## config.mk

```make
export PLATFORM = sky130hd
export DESIGN_NAME = conv_encode_ctrl
export DESIGN_NICKNAME = d
export VERILOG_FILES = /design/src/rtl/conv_pkg.sv /design/src/rtl/conv_encode_ctrl.sv
export SDC_FILE = /design/constraint.sdc
export NUM_CORES = 1
export LEC_CHECK = 0
export CORE_MARGIN = 8
export CORE_UTILIZATION = 58
export CTS_BUF_LIST = sky130_fd_sc_hd__clkbuf_4 sky130_fd_sc_hd__clkbuf_8
export DETAILED_ROUTE_END_ITERATION = 10
export PLACE_DENSITY = 0.95
export SLEW_MARGIN = 40
export SYNTH_ARGS = -nofsm -noshare
export SYNTH_HDL_FRONTEND = slang
export SYNTH_SLANG_ARGS = --single-unit
```

## constraint.sdc

```tcl
create_clock -name clk_sig -period 3.8 [get_ports clk_sig]
set_input_delay 0.57 -clock clk_sig [delete_from_list [all_inputs] [get_ports clk_sig]]
set_output_delay 0.57 -clock clk_sig [all_outputs]
set_load 0.01 [all_outputs]
```

## src/rtl/conv_pkg.sv

```systemverilog
// Shared definitions for the convolutional encoder frame sequencer.
package conv_pkg;

   typedef enum logic [2:0] {
      IDLE  = 3'd0,
      CLEAR = 3'd1,
      DATA  = 3'd2,
      TAIL  = 3'd3,
      DRAIN = 3'd4
   } state_t;

   // Encoder memory length; this many zeros flush the encoder back to all-zero.
   localparam int CONV_TAIL_LEN = 3;

endpackage

```

## src/rtl/conv_encode_ctrl.sv

```systemverilog
// Frame sequencer: clears the encoder, shifts payload then zero tail bits, streams symbols.
module conv_encode_ctrl
   import conv_pkg::*;
#(
   parameter int FRAME_LEN = 64,
   parameter int TAIL_LEN  = CONV_TAIL_LEN
) (
   input  logic       clk_sig,
   input  logic       rst_sig,
   input  logic       start_sig,
   input  logic       abort_sig,
   input  logic       bit_sig,
   input  logic       bit_valid_sig,
   output logic       bit_ready_sig,
   output logic       enc_q_sig,
   output logic       enc_en_sig,
   output logic       enc_rst_sig,
   input  logic [1:0] encode_sig,
   output logic [1:0] sym_sig,
   output logic       sym_valid_sig,
   input  logic       sym_ready_sig,
   output logic       sym_last_sig,
   output logic       busy_sig,
   output logic       done_sig
);

   localparam int BW = $clog2(FRAME_LEN + 1);
   localparam int TW = $clog2(TAIL_LEN + 1);

   state_t        state;
   logic [BW-1:0] bit_cnt;
   logic [TW-1:0] tail_cnt;
   logic          can_issue;
   logic          shift;

   assign can_issue     = !sym_valid_sig | sym_ready_sig;
   assign shift         = ((state == DATA) & bit_valid_sig & can_issue) | ((state == TAIL) & can_issue);
   assign bit_ready_sig = (state == DATA) & can_issue;
   assign enc_en_sig    = ~shift;
   assign enc_q_sig     = (state == DATA) ? bit_sig : 1'b0;
   // Encoder holds while a symbol is pending, so its output is the pending symbol.
   assign sym_sig       = sym_valid_sig ? encode_sig : 2'b00;

   always_ff @(posedge clk_sig or posedge rst_sig) begin
      if (rst_sig) begin
         state         <= IDLE;
         bit_cnt       <= '0;
         tail_cnt      <= '0;
         sym_valid_sig <= 1'b0;
         sym_last_sig  <= 1'b0;
         enc_rst_sig   <= 1'b0;
         busy_sig      <= 1'b0;
         done_sig      <= 1'b0;
      end else begin
         done_sig    <= 1'b0;
         enc_rst_sig <= 1'b0;
         if (abort_sig) begin
            state         <= IDLE;
            bit_cnt       <= '0;
            tail_cnt      <= '0;
            sym_valid_sig <= 1'b0;
            sym_last_sig  <= 1'b0;
            busy_sig      <= 1'b0;
         end else begin
            if (shift)              sym_valid_sig <= 1'b1;
            else if (sym_ready_sig) sym_valid_sig <= 1'b0;
            case (state)
               IDLE: if (start_sig) begin
                  state       <= CLEAR;
                  enc_rst_sig <= 1'b1;
                  busy_sig    <= 1'b1;
                  bit_cnt     <= '0;
                  tail_cnt    <= '0;
               end
               CLEAR: state <= DATA;
               DATA: if (shift) begin
                  if (bit_cnt == BW'(FRAME_LEN - 1)) state <= TAIL;
                  else bit_cnt <= bit_cnt + BW'(1);
               end
               TAIL: if (shift) begin
                  if (tail_cnt == TW'(TAIL_LEN - 1)) begin
                     state        <= DRAIN;
                     sym_last_sig <= 1'b1;
                  end else begin
                     tail_cnt <= tail_cnt + TW'(1);
                  end
               end
               DRAIN: if (sym_valid_sig & sym_ready_sig & sym_last_sig) begin
                  state        <= IDLE;
                  sym_last_sig <= 1'b0;
                  busy_sig     <= 1'b0;
                  done_sig     <= 1'b1;
               end
               default: state <= IDLE;
            endcase
         end
      end
   end

endmodule

```

==> results.sh <==
export IMPL_yosys_area_top_type="dfrtp_1"
export IMPL_drt_first_pass_iters=4
export IMPL_ys_ff_latch=17
export IMPL_numClockSinks=17
export IMPL_antenna_left=0
export IMPL_maxSlewViolCount=0
export IMPL_hold_ws_ps=512
export IMPL_p_leak_nw=0.509
export IMPL_fillers=126
export IMPL_wl_per_cell_um=16.0
export IMPL_numCtsBuffers=3
export IMPL_drive_gt1_share_pct=12.1
export IMPL_cts_root_buf="clkbuf_4"
export IMPL_nets=144
export IMPL_grt_max_degree=18
export IMPL_io_pins=19
export IMPL_post_cts_buffers=0
export IMPL_fmax_mhz=366
export IMPL_cts_resized=0
export IMPL_clockBufferDepth=2
export IMPL_die_h_um=59.4
export IMPL_synthFlopType="dfrtp_1"
export IMPL_port_buffer_count=18
export IMPL_holdPathStages=1
export IMPL_initial_utilization_pct=62.7
export IMPL_cp_arrival_ps=2160
export IMPL_pre_cts_slack_ps=1100
export IMPL_hold_path_endpoint="tail_cnt[1]"
export IMPL_slew_headroom_pct=56.8
export IMPL_netlist_instances=114
export IMPL_grt_antenna_before_repair=0
export IMPL_clk_latency_ps=300
export IMPL_core_area_um2=1750
export IMPL_drc=0
export IMPL_wl_um=2510
export IMPL_synthesis_area_um2=1090
export IMPL_pwr_density_cell_nw_per_um2=316
export IMPL_synthTopCellsByArea="dfrtp_1 39%, nand3_1 4.1%, a21oi_1 3.2%"
export IMPL_synth_top_area_share_pct=38.9
export IMPL_syn_area_per_cell_um2=9.59
export IMPL_startpoint_type="register"
export IMPL_synthTopCellsByCount="17 x dfrtp_1, 9 x nand3_1, 9 x nor2_1, 8 x nand2_1, 7 x a21oi_1"
export IMPL_r2r_slack_ps=1890
export IMPL_min_path_type="reg -> reg"
export IMPL_synth_edf_count=0
export IMPL_cp_max_fo=11
export IMPL_setup_violations=0
export IMPL_synthesis_nets=125
export IMPL_htreeDepth=1
export IMPL_worstHoldStart="tail_cnt[1]"
export IMPL_initialDrtViolationCount=40
export IMPL_area_growth_pct=18.5
export IMPL_rsz0062_at_grt="false"
export IMPL_fin_crit_sh_pct=71.9
export IMPL_worst_pin_slew_ps=648
export IMPL_synth_most_common_cell="dfrtp_1"
export IMPL_cts_tree="built"
export IMPL_synth_seq_area_share_pct=38.9
export IMPL_globalplace_congestion=0.965
export IMPL_ff2ff_path_depth=4
export IMPL_hold_viol=0
export IMPL_end_kind="output port"
export IMPL_clock_skew_ps=9.78
export IMPL_grt_pass1_wl_um=4060
export IMPL_synth_cell_types=44
export IMPL_async_flop_share_pct=100
export IMPL_yosysWarnings=0
export IMPL_cap_viol_max_count=0
export IMPL_grt_use_total_pct=14.8
export IMPL_die_width_um=59.4
export IMPL_hpwl_um=1930
export IMPL_status="complete, no violations"
export IMPL_vdd_drop_max_mv=0.272
export IMPL_overflow=0
export IMPL_fin_ws_ps=1070
export IMPL_grt_pass1_vias=906
export IMPL_via_per_inst=6.11
export IMPL_via_count=960
export IMPL_required_ps=3230
export IMPL_cts_hold_buffers_added=0
export IMPL_period_minus_slack_ps=2730
export IMPL_rows=15
export IMPL_path_clk_slew_ps=100
export IMPL_setup_tns_ps=0
export IMPL_diodes=0
export IMPL_die_area_um2=3530
export IMPL_r2r_end="tail_cnt[0]"
export IMPL_r2r_start="state[2]"
export IMPL_critical_path_class="reg -> out"
layout make-up:
class	count	area (um^2)	area share [%]
Multi-Input combinational cell	88	611	47.1
Sequential cell	17	425	32.8
Timing Repair Buffer	18	180	13.9
Tap cell	25	31.3	2.41
Clock buffer	4	30.0	2.32
Inverter	5	18.8	1.45
logic make-up after synthesis:
logic type,share of synthesized area [%]
flops,38.9
buf+inv,5.26
fa+ha+maj,2.29
compound gates,19.0
mux,2.97
simple gates,31.6
worst max-delay path, stage by stage, from the launching register on:
cell and delay (ps):
dfrtp_1 530, nand2b_1 440, nor3_4 310, inv_2 90, clkdlybuf4s50_1 490
power by group:
part           leakage, nW  switching, mW  internal (mW)
Combinational        0.258         0.0535         0.0456
Clock               0.0184         0.0558         0.0481
Sequential           0.233         0.0160          0.190
layout by cell type (no fill, tap or decap), types with 2 or more instances in the layout:
master	n
inv_1	4
nand2_1	8
clkdlybuf4s50_1	18
a41oi_1	2
o211ai_1	2
a21oi_1	7
or2_4	2
o21ai_0	4
nand3_1	9
and3_1	2
nor4_1	2
nor2_1	9
a31oi_1	2
nor3_1	2
o22ai_1	2
mux2_1	2
nor2b_1	2
and2_1	2
nand4_1	3
clkbuf_4	4
o311ai_1	2
dfrtp_1	17
nand2b_1	3
ha_1	2
stage by stage:
step | instances | util (%) | instance area (um^2) | total power, mW
after floorplan | 114 | - | 1090 | 0.275
after global placement | 153 | 72.5 | 1270 | 0.301
after detailed placement | 153 | 72.5 | 1270 | 0.307
after CTS | 157 | 74.3 | 1300 | 0.409
after global routing | 157 | 74.3 | 1300 | 0.428
final | 157 | 74.3 | 1300 | 0.409
worst max-delay path by stage:
stage | start | end | cells past startpoint
after floorplan | abort_sig | tail_cnt[0] | 5
after global placement | sym_ready_sig | enc_en_sig | 5
after detailed placement | sym_ready_sig | bit_ready_sig | 4
after CTS | state[2] | enc_q_sig | 3
after global routing | state[2] | enc_en_sig | 4
final | state[2] | enc_en_sig | 4
sequential cells by signal (all words and copies together) (netlist names):
signal and flops:
bit_cnt 7, state 3, tail_cnt 2, busy_sig 1, done_sig 1, enc_rst_sig 1, sym_last_sig 1, sym_valid_sig 1
layer usage:
metal  vias up  wire length [um]  global-route usage, %
met5         -                 0                      0
met4         0                46                   6.83
met3         7               204                   2.82
met2        46              1200                   24.5
met1       446              1060                   17.9
li1        461                 -                      -
Note: power is estimated with default switching activity, not from simulation.
==> variant (same settings) <==
Change the package constant `CONV_TAIL_LEN` from 3 to 2.
--- a/src/rtl/conv_pkg.sv
+++ b/src/rtl/conv_pkg.sv
@@ -11,5 +11,5 @@
 
    // Encoder memory length; this many zeros flush the encoder back to all-zero.
-   localparam int CONV_TAIL_LEN = 3;
+   localparam int CONV_TAIL_LEN = 2;
 
 endpackage
Formal check against the unedited RTL: same outputs for any inputs over 10 cycles, from zero or initial values and one cycle with rst_sig high; that may be too few to reach the edited logic, so the function may still have changed.
==> variant against the unedited design <==
Total power shrank 8.1%. Die area shrank 8.3%. Worst setup slack gained 180 ps. Sequential cell count is the same. Cell area shrank 9.9%. Wire length shrank 14%. Maximum frequency grew 6.9%. Synthesized area shrank 11%. Highest routed layer unchanged.
==> variant: results (changes against the unedited design) <==
- Status: completed (unchanged)
- Fin. Hold Viols: 0 (unchanged)
- Global-route wire length before repair: 3884 um (was 4064 um)
- Dpl ws: 1249 ps (was 1103 ps)
- Port Buffers: 18 (unchanged)
- Dpl hpwl: 1655 um (was 1929 um)
- Worst Path Max Fanout: 10 (was 11)
- Wire length on met2: 1054 um (was 1197 um)
- GRT Util Overall: 14.54% (was 14.81%)
- Top cells by count, synth: dfrtp_1 (17), nor2_1 (11), nand2_1 (8) (was dfrtp_1 (17), nand3_1 (9), nor2_1 (9))
- Final WL: 2147 um (was 2511 um)
- Slowest CP cell: clkdlybuf4s50_1 (was dfrtp_1)
- Skew final: 8.230 ps (was 9.777 ps)
- Post-DP Area: 1140 um^2 (was 1266 um^2)
- Slew @ Worst Pin: 623.7 ps (was 647.8 ps)
- Crit path launch: state[2] (unchanged)
- Syn nets: 113 (was 125)
- Ratio of cells with drive above 1 in the final layout: 11.67% (was 12.12%)
- Metal3 WL: 121 um (was 204 um)
- Gp weighted congestion: 0.8868 (was 0.9646)
- Max Fclk: 0.3913 GHz (was 0.3661 GHz)
- Seq/Total Area, Yosys: 43.81% (was 38.90%)
- Metal1 wirelength: 936 um (was 1062 um)
- CP endpoint: bit_ready_sig (was enc_en_sig)
- WHS Path Cells: 1 (unchanged)
- Leak: 0.5083 nW (was 0.5094 nW)
- R2R Setup Slk: 2030 ps (was 1890 ps)
- Crit-path max cell delay: 550 ps (was 530 ps)
- Netlist cell types: 37 (was 44)
- Post-layout nets: 132 (was 144)
- Critical Path AT: 1990 ps (was 2160 ps)
- Routed via count: 840 (was 960)
- Ranking of synthesized cells by area: dfrtp_1 (44%), nor2_1 (4.3%), o31ai_1 (3.9%) (was dfrtp_1 (39%), nand3_1 (4.1%), a21oi_1 (3.2%))
- DRT iter0 DRCs: 33 (was 40)
- Worst Reg-to-Reg Cells: 4 (unchanged)
- Peak supply drop: 254.2 uV (was 271.5 uV)
## variant: layer usage
layer  track usage (%)  up-vias
met3             4.270        4
met2             22.33       24
met1             18.36      411
met5                 0        -
met4             6.376        0
li1                  -      401
## variant: area by class of cell
class,instances,area [um^2]
flip-flops and latches,17,425.4
inverters,7,26.28
multi-input cells,74,488.0
clock buffers,3,22.52
fillers,107,374.1
repair buffers,18,180.2
clock inverters,1,5.005
well taps,16,20.02
## variant: how the worst min path moves through the flow
stage                           start           to  slack (ps)
final                      bit_cnt[2]   bit_cnt[2]         520
after global routing      tail_cnt[1]  tail_cnt[1]         550
after CTS                  bit_cnt[2]   bit_cnt[2]         520
after detailed placement   bit_cnt[2]   bit_cnt[2]         500
after global placement    tail_cnt[1]  tail_cnt[1]         490
after floorplan            bit_cnt[2]   bit_cnt[2]         470
## variant: per-stage QoR
step           instances  util, %  power (mW)  hold WS (ps)
6_report             136    75.73      0.3758         523.3
5_1_grt              136    75.73      0.3955         552.5
4_1_cts              136    75.73      0.3780         523.2
3_5_place_dp         132    73.94      0.2807         504.2
3_3_place_gp         132    73.94      0.2776         489.6
2_1_floorplan        102        -      0.2495         472.9
## variant: logic make-up after synthesis
family | after synthesis | share of synthesized area (%)
flops | 17 | 43.81
buf+inv | 11 | 5.927
simple gates | 44 | 25.65
fa+ha+maj | 2 | 2.577
mux | 3 | 3.350
compound gates | 25 | 18.69
## variant: report_power, final
group	internal (mW)	switching [mW]	total (mW)
sequential	0.187	0.0115	0.199
clock	0.0393	0.0591	0.0983
combinational	0.0380	0.0407	0.0786
## variant: worst reg2reg max path: cells and delay by family (launching register included)
kind            cells  cell delay, ps
flops               1             540
compound gates      2             570
mux                 1             390
simple gates        1             170
